### config.mk
export PLATFORM = sky130hd
export DESIGN_NAME = oam_dma
export DESIGN_NICKNAME = d
export VERILOG_FILES = /design/src/rtl/oam_dma.sv
export SDC_FILE = /design/constraint.sdc
export NUM_CORES = 1
export LEC_CHECK = 0
export CAP_MARGIN = 20
export CORE_MARGIN = 2
export CORE_UTILIZATION = 50
export CTS_CLUSTER_DIAMETER = 80
export CTS_CLUSTER_SIZE = 25
export DETAILED_ROUTE_END_ITERATION = 12
export GPL_ROUTABILITY_DRIVEN = 0
export GPL_TIMING_DRIVEN = 0
export PLACE_DENSITY = 0.83
export SLEW_MARGIN = 10
export SYNTH_ARGS = -nofsm -noshare
export SYNTH_HDL_FRONTEND = slang
export SYNTH_SLANG_ARGS = --single-unit
### constraint.sdc
create_clock -name clk -period 2.5 [get_ports clk]
set_input_delay 0.375 -clock clk [delete_from_list [all_inputs] [get_ports clk]]
set_output_delay 0.375 -clock clk [all_outputs]
set_load 0.01 [all_outputs]
### src/rtl/oam_dma.sv
// OAM DMA engine: copies 160 bytes from page XX00 into OAM at FE00.
// One byte per READ/WRITE pair; a new 0xFF46 write restarts at once.
module oam_dma (
  input  logic        clk,
  input  logic        rst,
  input  logic        dma_wr,
  input  logic [7:0]  dma_wdata,
  output logic [7:0]  dma_reg,
  output logic [15:0] mem_addr,
  output logic        mem_re,
  output logic        mem_we,
  input  logic [7:0]  mem_rdata,
  output logic [7:0]  mem_wdata,
  output logic        dma_active,
  output logic        dma_done
);

  typedef enum logic [1:0] {
    IDLE  = 2'd0,
    READ  = 2'd1,
    WRITE = 2'd2
  } state_t;

  localparam logic [7:0] LAST_IDX = 8'd159;
  localparam logic [7:0] OAM_PAGE = 8'hFE;

  state_t     state;
  logic [7:0] idx;
  logic [7:0] page;
  logic [7:0] data;
  logic [7:0] src_page;

  // Echo RAM pages E0-FF alias the work RAM at C0-DF.
  always_comb begin
    src_page = dma_wdata;
    if (dma_wdata >= 8'hE0) begin
      src_page = dma_wdata & 8'hDF;
    end
  end

  assign mem_wdata = data & {8{mem_we}};

  always_ff @(posedge clk or posedge rst) begin
    if (rst) begin
      state      <= IDLE;
      idx        <= '0;
      page       <= '0;
      data       <= '0;
      dma_reg    <= '0;
      mem_addr   <= '0;
      mem_re     <= 1'b0;
      mem_we     <= 1'b0;
      dma_active <= 1'b0;
      dma_done   <= 1'b0;
    end else if (dma_wr) begin
      dma_reg    <= dma_wdata;
      page       <= src_page;
      idx        <= '0;
      state      <= READ;
      mem_addr   <= {src_page, 8'h00};
      mem_re     <= 1'b1;
      mem_we     <= 1'b0;
      dma_active <= 1'b1;
      dma_done   <= 1'b0;
    end else begin
      dma_done <= 1'b0;
      unique case (state)
        IDLE: begin
          mem_addr   <= '0;
          mem_re     <= 1'b0;
          mem_we     <= 1'b0;
          dma_active <= 1'b0;
        end
        READ: begin
          data       <= mem_rdata;
          state      <= WRITE;
          mem_addr   <= {OAM_PAGE, idx};
          mem_re     <= 1'b0;
          mem_we     <= 1'b1;
          dma_active <= 1'b1;
        end
        WRITE: begin
          if (idx == LAST_IDX) begin
            state      <= IDLE;
            mem_addr   <= '0;
            mem_re     <= 1'b0;
            mem_we     <= 1'b0;
            dma_active <= 1'b0;
            dma_done   <= 1'b1;
          end else begin
            idx        <= idx + 8'd1;
            state      <= READ;
            mem_addr   <= {page, idx + 8'd1};
            mem_re     <= 1'b1;
            mem_we     <= 1'b0;
            dma_active <= 1'b1;
          end
        end
        default: begin
          state      <= IDLE;
          mem_addr   <= '0;
          mem_re     <= 1'b0;
          mem_we     <= 1'b0;
          dma_active <= 1'b0;
        end
      endcase
    end
  end

endmodule

==> summary.md, run 1 <==
| Metric | Value |
|---|---|
| Clk slew on worst S/H paths | `0.08 ns` |
| RSZ-0062 raised after global routing | `no` |
| Net Sw Frac | `26.0%` |
| EDFF count, synth | `0` |
| Die Wd | `69.6 um` |
| Buf+Inv Stages, Crit Path | `2` |
| DRC | `0` |
| Mean Syn Cell Area | `10.7 um^2` |
| Maximum clock frequency | `0.518 GHz` |
| CTS tree | `built` |
| Crit-path max FO | `10` |
| Max clock buf depth | `2` |
| Area leader, netlist | `dfrtp_1` |
| CTS H-Tree Depth | `2` |
| Flop pwr share | `roughly half` |
| Outcome | `complete, no violations` |
| WL per Instance | `between 10 and 15 um` |
| # rows | `23` |
| CP peak stage delay | `0.45 ns` |
| Ys flop type | `dfrtp_1` |
| Post-synthesis sequential area ratio | `54.7%` |
| Setup bufs post-CTS | `0` |
| Max-cap check violation count | `0` |
| CP endpoint kind | `register` |
| Post-Syn Area | `2150 um^2` |
| Tcrit/Tclk final | `77.2%` |
| Net Sw Power | `between 400 and 500 uW` |
| Top post-synthesis cells by area | `dfrtp_1, mux2_2, o21ai_0` |
| # port buffers | `54` |
| Routed WL | `4270 um` |
| Overall via count from detail_route | `1644` |
| Crit path launch type | `register` |
| Cts bufs inserted | `5` |
| Layout Nets | `286` |
| Die ar. | `4840 um^2` |
| Clk_lat worst skew | `around 0.29 ns` |
| Boundary pin count | `55` |
| DR pass1 iterations | `4` |
| Cell with the most instances after synthesis | `dfrtp_1` |
| All-Layer GR Usage | `19.8%` |
| Top-area cell type share of the netlist area | `54.7%` |
| Internal power | `1.28 mW` |
| Cell count after synthesis | `201` |
| Diodes inserted | `0` |
| Placed Instances | `306` |
| First-pass GRT wire length | `7640 um` |
| DRT iter0 DRCs | `87` |
| Die H | `between 60 and 70 um` |
| Syn Nets | `224` |
| Crit path DAT | `2.14 ns` |
| Yosys warning count | `0` |
| Hold bufs inserted after CTS | `0` |
| Combinational power share | `23.2%` |
| Slew Limit Fails | `0` |
| Initial Util | `53.0%` |
| Largest net degree at the start of global routing | `34` |
| Vias in the first global route | `between 1500 and 2000` |
| Top post-synthesis cells by count | `dfrtp_1, nand2_1, o21ai_0` |
| Worst slew pin tran | `0.493 ns` |
| Async S/R FF share, synth | `100%` |
| Largest register by flop count | `mem_addr` |
| Crit-path cells | `ha_1 -> and4_4 -> buf_6 -> a21boi_4 -> buf_6 -> a21oi_1 -> a21oi_1` |
| Peak VDD IR | `0.380 mV` |
| Crit path kind | `reg -> reg` |
| Hold Path Class | `in -> async` |
| Leakage | `~1.2 nW` |
| DR vias/cell | `5.25` |
| Critical Path RT | `2.71 ns` |
| Detail Placement HPWL | `3100 um` |
| Grt ovf | `0` |
| Clk sinks | `47` |
| CP delay by family, top | `compound AO/OA/AOI/OAI gates` |
| Fin crit period | `1.93 ns` |
| Final setup fails | `0` |
| Clock root buffer | `clkbuf_8` |
| Post-cts repair resize count | `0` |
| Slew HR | `67.1%` |
| Max reg flops | `16` |
| Worst Skew | `0.00745 ns` |
| Setup total negative slack | `0 ns` |
| Synth cell types | `38` |
| Final Non-Filler Cells | `approximately 310` |
| Area growth syn-to-layout | `33.0%` |
| Slowest cell on the critical path | `dfrtp_1` |
| Clock share of power | `25.8%` |
| Synth Register Bits | `47` |
| Fin. Hold Viols | `0` |
| Antenna Violating Nets Remaining | `0` |
| Share of cells above drive strength 1 | `between 10% and 20%` |
| PD cells | `604 nW/um^2` |
| Initial antenna violation count | `0` |
| Core Region | `4060 um^2` |
-- power by group through the flow --
stage,registers [mW],logic [mW],clock network (mW)
finish,0.881,0.401,0.446
global route,0.892,0.440,0.494
detailed placement,0.896,0.405,0
global placement,0.892,0.392,0
floorplan,0.901,0.204,0
CTS,0.881,0.406,0.463
-- final cells by class --
class,instances,area (um^2)
buffer,19,123
timing repair buffer,55,561
clock buffer,6,82.6
fill,307,1200
clock inverter,1,5.00
multi-input combinational,124,811
sequential,47,1180
tap,50,62.6
inverter,11,41.3
-- path summary, 6_finish.rpt --
check | startpoint | endpoint | slack, ns | cells past startpoint
max | idx[0] | mem_addr[5] | 0.57 | 7
min | rst | mem_addr[7] | 0.35 | 2
max reg2reg | idx[0] | mem_addr[5] | 0.57 | 7
min reg2reg | data[2] | data[2] | 0.50 | 1
max in group asynchronous | rst | page[5] | 1.67 | 3
min in group clk | data[2] | data[2] | 0.50 | 1
-- routing by layer --
metal / wire (um) / global-route usage, % / vias up
li1: - / - / 789
met1: 1910 / 25.3 / 794
met2: 2020 / 32.1 / 50
met3: 228 / 4.94 / 11
met4: 114 / 8.50 / 0
met5: 0 / 0 / -
-- through the flow --
stage / setup slack [ns] / hold WS [ns] / util, % / cell area, um^2 / power (mW)
after CTS: 0.585 / 0.363 / 70.5 / 2860 / 1.75
after global routing: 0.520 / 0.397 / 70.5 / 2860 / 1.83
after global placement: 0.134 / 0.481 / 67.9 / 2750 / 1.28
final: 0.571 / 0.354 / 70.5 / 2860 / 1.73
after floorplan: 0.857 / 0.472 / - / 2150 / 1.11
after detailed placement: 0.409 / 0.488 / 68.4 / 2770 / 1.30
-- cell families after synthesis --
family,synth area share [%]
AOI/OAI and AO/OA,11.9
xor gates and xnor gates,2.04
adders and majority gates,2.33
buffers and inverters,7.62
DFF,54.7
muxes,6.63
and+or+nand+nor,14.8
-- cell usage in the layout, fill, tap and decap left out, drive strengths merged, types with 6 or more instances in the layout --
| cell type | count |
|---|---|
| clkdlybuf4s50 | 54 |
| dfrtp | 47 |
| o21ai | 21 |
| nand2 | 18 |
| a21oi | 16 |
| buf | 14 |
| clkbuf | 12 |
| inv | 11 |
| mux2 | 10 |
| and2 | 9 |
| nand3 | 8 |
| nor2 | 6 |
-- worst reg2reg max path, cell delays in order (launching register included) --
cell,delay (ns)
dfrtp_1,0.45
ha_1,0.30
and4_4,0.22
buf_6,0.13
a21boi_4,0.29
buf_6,0.20
a21oi_1,0.08
a21oi_1,0.18
No activity file was read; power rests on OpenSTA's default activity.
==> run 2: changes to the inputs <==
--- a/config.mk
+++ b/config.mk
@@ -7,13 +7,13 @@
 export LEC_CHECK = 0
 export CAP_MARGIN = 20
 export CORE_MARGIN = 2
-export CORE_UTILIZATION = 50
+export CORE_UTILIZATION = 44
 export CTS_CLUSTER_DIAMETER = 80
 export CTS_CLUSTER_SIZE = 25
 export DETAILED_ROUTE_END_ITERATION = 12
 export GPL_ROUTABILITY_DRIVEN = 0
 export GPL_TIMING_DRIVEN = 0
-export PLACE_DENSITY = 0.83
+export PLACE_DENSITY = 0.78
 export SLEW_MARGIN = 10
 export SYNTH_ARGS = -nofsm -noshare
 export SYNTH_HDL_FRONTEND = slang
==> constraint.sdc (replaced) <==
create_clock -name clk -period 1.7 [get_ports clk]
set_input_delay 0.255 -clock clk [delete_from_list [all_inputs] [get_ports clk]]
set_output_delay 0.255 -clock clk [all_outputs]
set_load 0.01 [all_outputs]
==> run 2 against run 1 <==
Global-route usage is 1.7 points lower; wire length is 6.7% higher; combinational power is 54% higher; flip-flop and latch count unchanged; worst setup slack worse by 0.51 ns; cell area grew 4.8%; total power rose by 53%; via count increased by 1.2%; hold slack worse by 0.067 ns; sequential share of layout area shrank 1.7 points; die area rose by 13%; largest cell class unchanged.
==> summary.md, run 2 (synthesized netlist as in run 1, its figures left out) <==
| Metric | Value |
|---|---|
| Slew Limit Fails | `0 (unchanged)` |
| # port buffers | `54 (unchanged)` |
| First-pass GRT wire length | `7420 um (-2.9%)` |
| Max reg flops | `16 (unchanged)` |
| RSZ-0062 raised after global routing | `no` |
| Slew HR | `67.0% (-0.15 points)` |
| Clk sinks | `47 (unchanged)` |
| Area growth syn-to-layout | `39.4%` |
| Fin. Hold Viols | `0 (unchanged)` |
| All-Layer GR Usage | `18.0% (-1.7 points)` |
| Initial Util | `45.5% (-7.5 points)` |
| Dpl cell area | `2800 um^2 (+0.77%)` |
| DRT iter0 DRCs | `95 (+9.2%)` |
| DRC | `0 (unchanged)` |
| Worst Skew | `0.00486 ns (-0.00258 ns)` |
| # rows | `25 (+8.7%)` |
| Boundary pin count | `55 (unchanged)` |
| CTS H-Tree Depth | `2 (unchanged)` |
| Final setup fails | `0 (unchanged)` |
| Maximum clock frequency | `roughly 0.61 GHz` |
| Diodes inserted | `0 (unchanged)` |
| Fin crit period | `1.64 ns` |
| Core Util, Final | `63.5% (-7.1 points)` |
| Share of cells above drive strength 1 | `19.8% (+5.7 points)` |
| Final Instance Area | `3000 um^2 (+4.8%)` |
| Most frequent cells in the layout | `clkdlybuf4s50_1, dfrtp_1, nand2_1` |
| Crit path launch type | `register` |
| Vias in the first global route | `1604 (-3.4%)` |
| Detail Placement HPWL | `3090 um (-0.28%)` |
| DR vias/cell | `4.89 (-6.8%)` |
| Max clock buf depth | `2 (unchanged)` |
| DR pass1 iterations | `4 (unchanged)` |
| Commonest non-fill, non-tap cell in the layout | `clkdlybuf4s50_1` |
| CTS tree | `built` |
| Outcome | `complete, no violations` |
| Initial antenna violation count | `0 (unchanged)` |
| Hold Path Class | `in -> async` |
| Layout Nets | `295 (+3.1%)` |
| Critical Path RT | `1.44 ns (-1.27 ns)` |
| Leakage | `1.35 nW (+9.8%)` |
| Antenna Violating Nets Remaining | `0 (unchanged)` |
| Max-cap check violation count | `0 (unchanged)` |
| Clock root buffer | `clkbuf_8` |
| Peak VDD IR | `0.447 mV (+18%)` |
| Tcrit/Tclk final | `96.6%` |
| Die ar. | `5460 um^2 (+13%)` |
| Crit-path max FO | `9 (-1)` |
| Die Wd | `73.9 um (+6.2%)` |
| Die H | `73.9 um (+6.2%)` |
| Worst slew pin tran | `0.495 ns (+0.00231 ns)` |
| Crit path DAT | `1.39 ns (-0.75 ns)` |
| Overall via count from detail_route | `1664 (+1.2%)` |
| Crit path kind | `reg -> out` |
| Core Region | `4720 um^2 (+16%)` |
| PD cells | `881 nW/um^2 (+46%)` |
| Largest net degree at the start of global routing | `27 (-21%)` |
| CP endpoint kind | `output pin` |
| WL per Instance | `13.4 um (-1.8%)` |
| Clk_lat worst skew | `0.30 ns (about the same)` |
| Largest register by flop count | `mem_addr` |
| Routed WL | `4560 um (+6.7%)` |
| Clk slew on worst S/H paths | `0.08 ns (about the same)` |
| Grt ovf | `0 (unchanged)` |
| Cts bufs inserted | `5 (unchanged)` |
run 2: where the power goes:
group / internal (mW) / switching [mW]
sequential: 1.24 / 0.0559
combinational: 0.346 / 0.274
clock: 0.371 / 0.358
total: 1.95 / 0.687
run 2: final cells by class:
class	count	area, um^2
Sequential cell	47	1180
Timing Repair Buffer	65	643
Multi-Input combinational cell	124	826
Tap cell	67	83.8
Fill cell	388	1730
Buffer	18	124
Clock buffer	8	100
Inverter	11	41.3
run 2: metal layers:
metal	track usage [%]	wire, um	vias up	share of wire (%)
li1	-	-	810	-
met1	22.9	2020	801	44
met2	30.2	2260	46	50
met3	3.98	198	7	4.3
met5	0	0	-	0
met4	6.87	76	0	1.7
run 2: per-stage QoR:
stage | std cells | TNS, ns | total power [mW] | setup WS [ns] | hold WS, ns
3_3_place_gp | 322 | -32.17 | 1.89 | -0.577 | 0.480
2_1_floorplan | 201 | 0 | 1.63 | 0.0574 | 0.385
6_report | 340 | 0 | 2.64 | 0.0575 | 0.287
4_1_cts | 332 | 0 | 2.64 | 0.0177 | 0.300
3_5_place_dp | 323 | -5.78 | 1.91 | -0.249 | 0.488
5_1_grt | 340 | 0 | 2.78 | 0.00564 | 0.335
run 2: timing repair:
action,in CTS,in global routing
gates cloned,0,1
pin swaps,1,3
hold buffers,0,0
buffers inserted,2,7
gates resized for setup,2,15
endpoints found under the setup margin,27,35
run 2: critical path: stages, from the launching register on:
cell,delay [ns]
dfrtp_2,0.42
and2_1,0.14
clkdlybuf4s50_1,0.53
run 2: final timing paths:
| path | from | endpoint | slack, ns | cells past startpoint |
|---|---|---|---|---|
| hold / removal | rst | mem_addr[4] | 0.29 | 2 |
| setup reg to reg | idx[1] | mem_addr[7] | 0.09 | 7 |
| max in group asynchronous | rst | idx[0] | 0.91 | 3 |
| setup / recovery | mem_we | mem_wdata[1] | 0.06 | 2 |
| min in group clk | data[3] | data[3] | 0.50 | 1 |
| hold reg to reg | data[3] | data[3] | 0.50 | 1 |
==> run 3: changes to the inputs <==
--- a/config.mk
+++ b/config.mk
@@ -5,15 +5,16 @@
 export SDC_FILE = /design/constraint.sdc
 export NUM_CORES = 1
 export LEC_CHECK = 0
+export ABC_AREA = 1
 export CAP_MARGIN = 20
 export CORE_MARGIN = 2
-export CORE_UTILIZATION = 44
+export CORE_UTILIZATION = 43
 export CTS_CLUSTER_DIAMETER = 80
 export CTS_CLUSTER_SIZE = 25
 export DETAILED_ROUTE_END_ITERATION = 12
 export GPL_ROUTABILITY_DRIVEN = 0
 export GPL_TIMING_DRIVEN = 0
-export PLACE_DENSITY = 0.78
+export PLACE_DENSITY = 0.77
 export SLEW_MARGIN = 10
 export SYNTH_ARGS = -nofsm -noshare
 export SYNTH_HDL_FRONTEND = slang
==> run 3 against run 2 <==
Area after synthesis down 2.0%; count of clock-buffer cells in the layout unchanged; combinational power up 15%; wire length up 0.61%; critical path type unchanged; critical endpoint is now mem_wdata[6]; highest routed layer unchanged.
==> summary.md, run 3 <==
| Metric | Value |
|---|---|
| Outcome | `complete, no violations` |
| Yosys warning count | `0 (unchanged)` |
| Hold bufs inserted after CTS | `0 (unchanged)` |
| Grt ovf | `0 (unchanged)` |
| Antenna Violating Nets Remaining | `0 (unchanged)` |
| Final setup fails | `0 (unchanged)` |
| Total power draw | `2.80 mW (+5.9%)` |
| Max-cap check violation count | `0 (unchanged)` |
| All-Layer GR Usage | `17.8% (-0.24 points)` |
| DR pass1 iterations | `4 (unchanged)` |
| Most frequent cells in the layout | `nand2_1, clkdlybuf4s50_1, dfrtp_1` |
| Maximum clock frequency | `0.613 GHz (+0.63%)` |
| Clock root buffer | `clkbuf_8` |
| # rows | `25 (unchanged)` |
| Core Util, Final | `61.0% (-2.4 points)` |
| Crit path launch type | `register` |
| Layout Nets | `329 (+12%)` |
| PD cells | `970 nW/um^2 (+10%)` |
| Path depth of the worst reg2reg path | `5 (-2)` |
| Placement Setup Slack | `-0.0451 ns (+0.204 ns)` |
| Fillers | `412 (+6.2%)` |
| Slew HR | `68.3% (+1.3 points)` |
| Placed Instances | `367 (+14%)` |
| Critical Path Source | `mem_we` |
| Largest net degree at the start of global routing | `35 (+30%)` |
| Peak VDD IR | `0.522 mV (+17%)` |
| Clk_lat worst skew | `0.29 ns (about the same)` |
| Clock share of power | `25.8% (-1.8 points)` |
| Critical Path RT | `1.44 ns (about the same)` |
| Internal power | `1.97 mW (+0.58%)` |
| Area growth syn-to-layout | `36.7%` |
| Fin. Hold Viols | `0 (unchanged)` |
| Combinational power share | `25.5% (+2.1 points)` |
| Slew Limit Fails | `0 (unchanged)` |
| Final Instance Area | `2880 um^2 (-3.8%)` |
| Overall via count from detail_route | `1774 (+6.6%)` |
| Ys flop type | `dfrtp_1` |
| Top-area cell type share of the netlist area | `55.8% (+1.1 points)` |
| Routed WL | `4580 um (+0.61%)` |
| Largest register by flop count | `mem_addr` |
| Flop2flop setup slack | `0.15 ns (+0.06 ns)` |
| Flop pwr share | `48.7% (-0.2 points)` |
| Tcrit/Tclk final | `96.0% (-0.60 points)` |
| Cell with the most instances after synthesis | `nand2_1` |
| Mean Syn Cell Area | `8.61 um^2 (-20%)` |
| Share of cells above drive strength 1 | `11.7% (-8.1 points)` |
| WL per Instance | `12.3 um (-8.5%)` |
| Die ar. | `5480 um^2 (+0.28%)` |
| Top post-synthesis cells by area | `dfrtp_1, nand2_1, inv_1` |
| Fin crit period | `1.63 ns (-0.0102 ns)` |
| Vias in the first global route | `1650 (+2.9%)` |
| Post-synthesis sequential area ratio | `55.8% (+1.1 points)` |
| CTS tree | `built` |
| Clk slew on worst S/H paths | `0.08 ns (about the same)` |
| Area leader, netlist | `dfrtp_1` |
| Synth cell types | `21 (-45%)` |
| Synth Register Bits | `47 (unchanged)` |
| Initial Util | `44.6% (-0.90 points)` |
| EDFF count, synth | `0 (unchanged)` |
| Crit-path max FO | `9 (unchanged)` |
| # port buffers | `54 (unchanged)` |
| Detail Placement HPWL | `3200 um (+3.7%)` |
| Core Region | `4720 um^2 (unchanged)` |
| Die H | `74.0 um (+0.14%)` |
| Worst slew pin tran | `0.475 ns (-0.0200 ns)` |
| CTS H-Tree Depth | `2 (unchanged)` |
| Crit path DAT | `1.38 ns (about the same)` |
| Die Wd | `74.0 um (+0.14%)` |
| Syn Nets | `268 (+20%)` |
| Final worst slack | `0.0677 ns (+0.0102 ns)` |
| CP endpoint kind | `output pin` |
| Max reg flops | `16 (unchanged)` |
| Max clock buf depth | `2 (unchanged)` |
| Boundary pin count | `55 (unchanged)` |
| DR vias/cell | `4.74 (-3.1%)` |
| Commonest non-fill, non-tap cell in the layout | `nand2_1` |
| Leakage | `1.50 nW (+12%)` |
| Post-Syn Area | `2110 um^2 (-2.0%)` |
| Cts bufs inserted | `5 (unchanged)` |
| DRT iter0 DRCs | `104 (+9.5%)` |
| Worst reg2reg endpoint | `mem_addr[14]` |
| Async S/R FF share, synth | `100% (unchanged)` |
| Crit path kind | `reg -> out` |
| DRC | `0 (unchanged)` |
| Worst R2R Start | `state[1]` |
| Net Sw Frac | `29.7% (+3.7 points)` |
| Diodes inserted | `0 (unchanged)` |
| Clk sinks | `47 (unchanged)` |
| Hold Path Class | `in -> async` |
| Dpl cell area | `2750 um^2 (-1.5%)` |
| Setup total negative slack | `0 ns (unchanged)` |
| Fin Hold WS | `0.231 ns (-0.0561 ns)` |
| Net Sw Power | `832 uW (+21%)` |
| Final Non-Filler Cells | `374 (+10%)` |
| First-pass GRT wire length | `7500 um (+1.1%)` |
| Initial antenna violation count | `0 (unchanged)` |
| RSZ-0062 raised after global routing | `no` |
| Top post-synthesis cells by count | `nand2_1, dfrtp_1, inv_1` |
| Cell count after synthesis | `245 (+22%)` |
| Worst Skew | `0.00765 ns (+0.00278 ns)` |
==> run 3: what timing repair did <==
item                                   CTS  global route
endpoints found under the hold margin    0             0
pin swaps                                0             1
setup endpoints to repair               14            15
setup buffers                            0             0
resized for setup                        3            11
==> run 3: critical path, stage by stage (launching register included) <==
cell             delay (ns)
dfrtp_2                0.45
nand2_1                0.07
inv_1                  0.05
clkdlybuf4s50_1        0.52
==> run 3: worst max path at each step <==
stage	to	slack [ns]	cells after the start
floorplan	data[0]	0.33	1
global placement	mem_addr[12]	-0.56	2
detailed placement	mem_addr[14]	-0.05	5
CTS	mem_wdata[3]	0.04	3
global route	mem_wdata[6]	0.007	3
finish	mem_wdata[6]	0.07	3
==> run 3: power groups by stage <==
| stage | sequential [mW] | clock [mW] | combinational, mW |
|---|---|---|---|
| after floorplan | 1.38 | 0 | 0.382 |
| after global placement | 1.37 | 0 | 0.708 |
| after detailed placement | 1.37 | 0 | 0.736 |
| after CTS | 1.36 | 0.735 | 0.732 |
| after global routing | 1.39 | 0.780 | 0.802 |
| final | 1.36 | 0.720 | 0.714 |
==> run 3: cell families (layout without fill, tap and decap cells) <==
kind of cell	Yosys count	after routing	share of synthesized area (%)
buffers and inverters	39	101	8.37
adders and majority gates	4	4	2.37
DFF	47	47	55.8
and+or+nand+nor	118	118	23.3
AOI/OAI and AO/OA	37	37	10.1
==> run 3: layout make-up <==
class                           count  area (um^2)  share of cell area [%]
Buffer                             12         76.3                    2.65
Clock buffer                        8          100                    3.47
Inverter                           26         97.6                    3.39
Multi-Input combinational cell    159          769                    26.7
Sequential cell                    47         1180                    40.8
Tap cell                           67         83.8                    2.91
Timing Repair Buffer               55          578                    20.1
==> run 3: layer usage <==
layer | wire length [um] | global-route usage (%)
met1 | 2010 | 23.8
met2 | 2290 | 29.1
met3 | 237 | 3.39
met4 | 43 | 6.46
met5 | 0 | 0
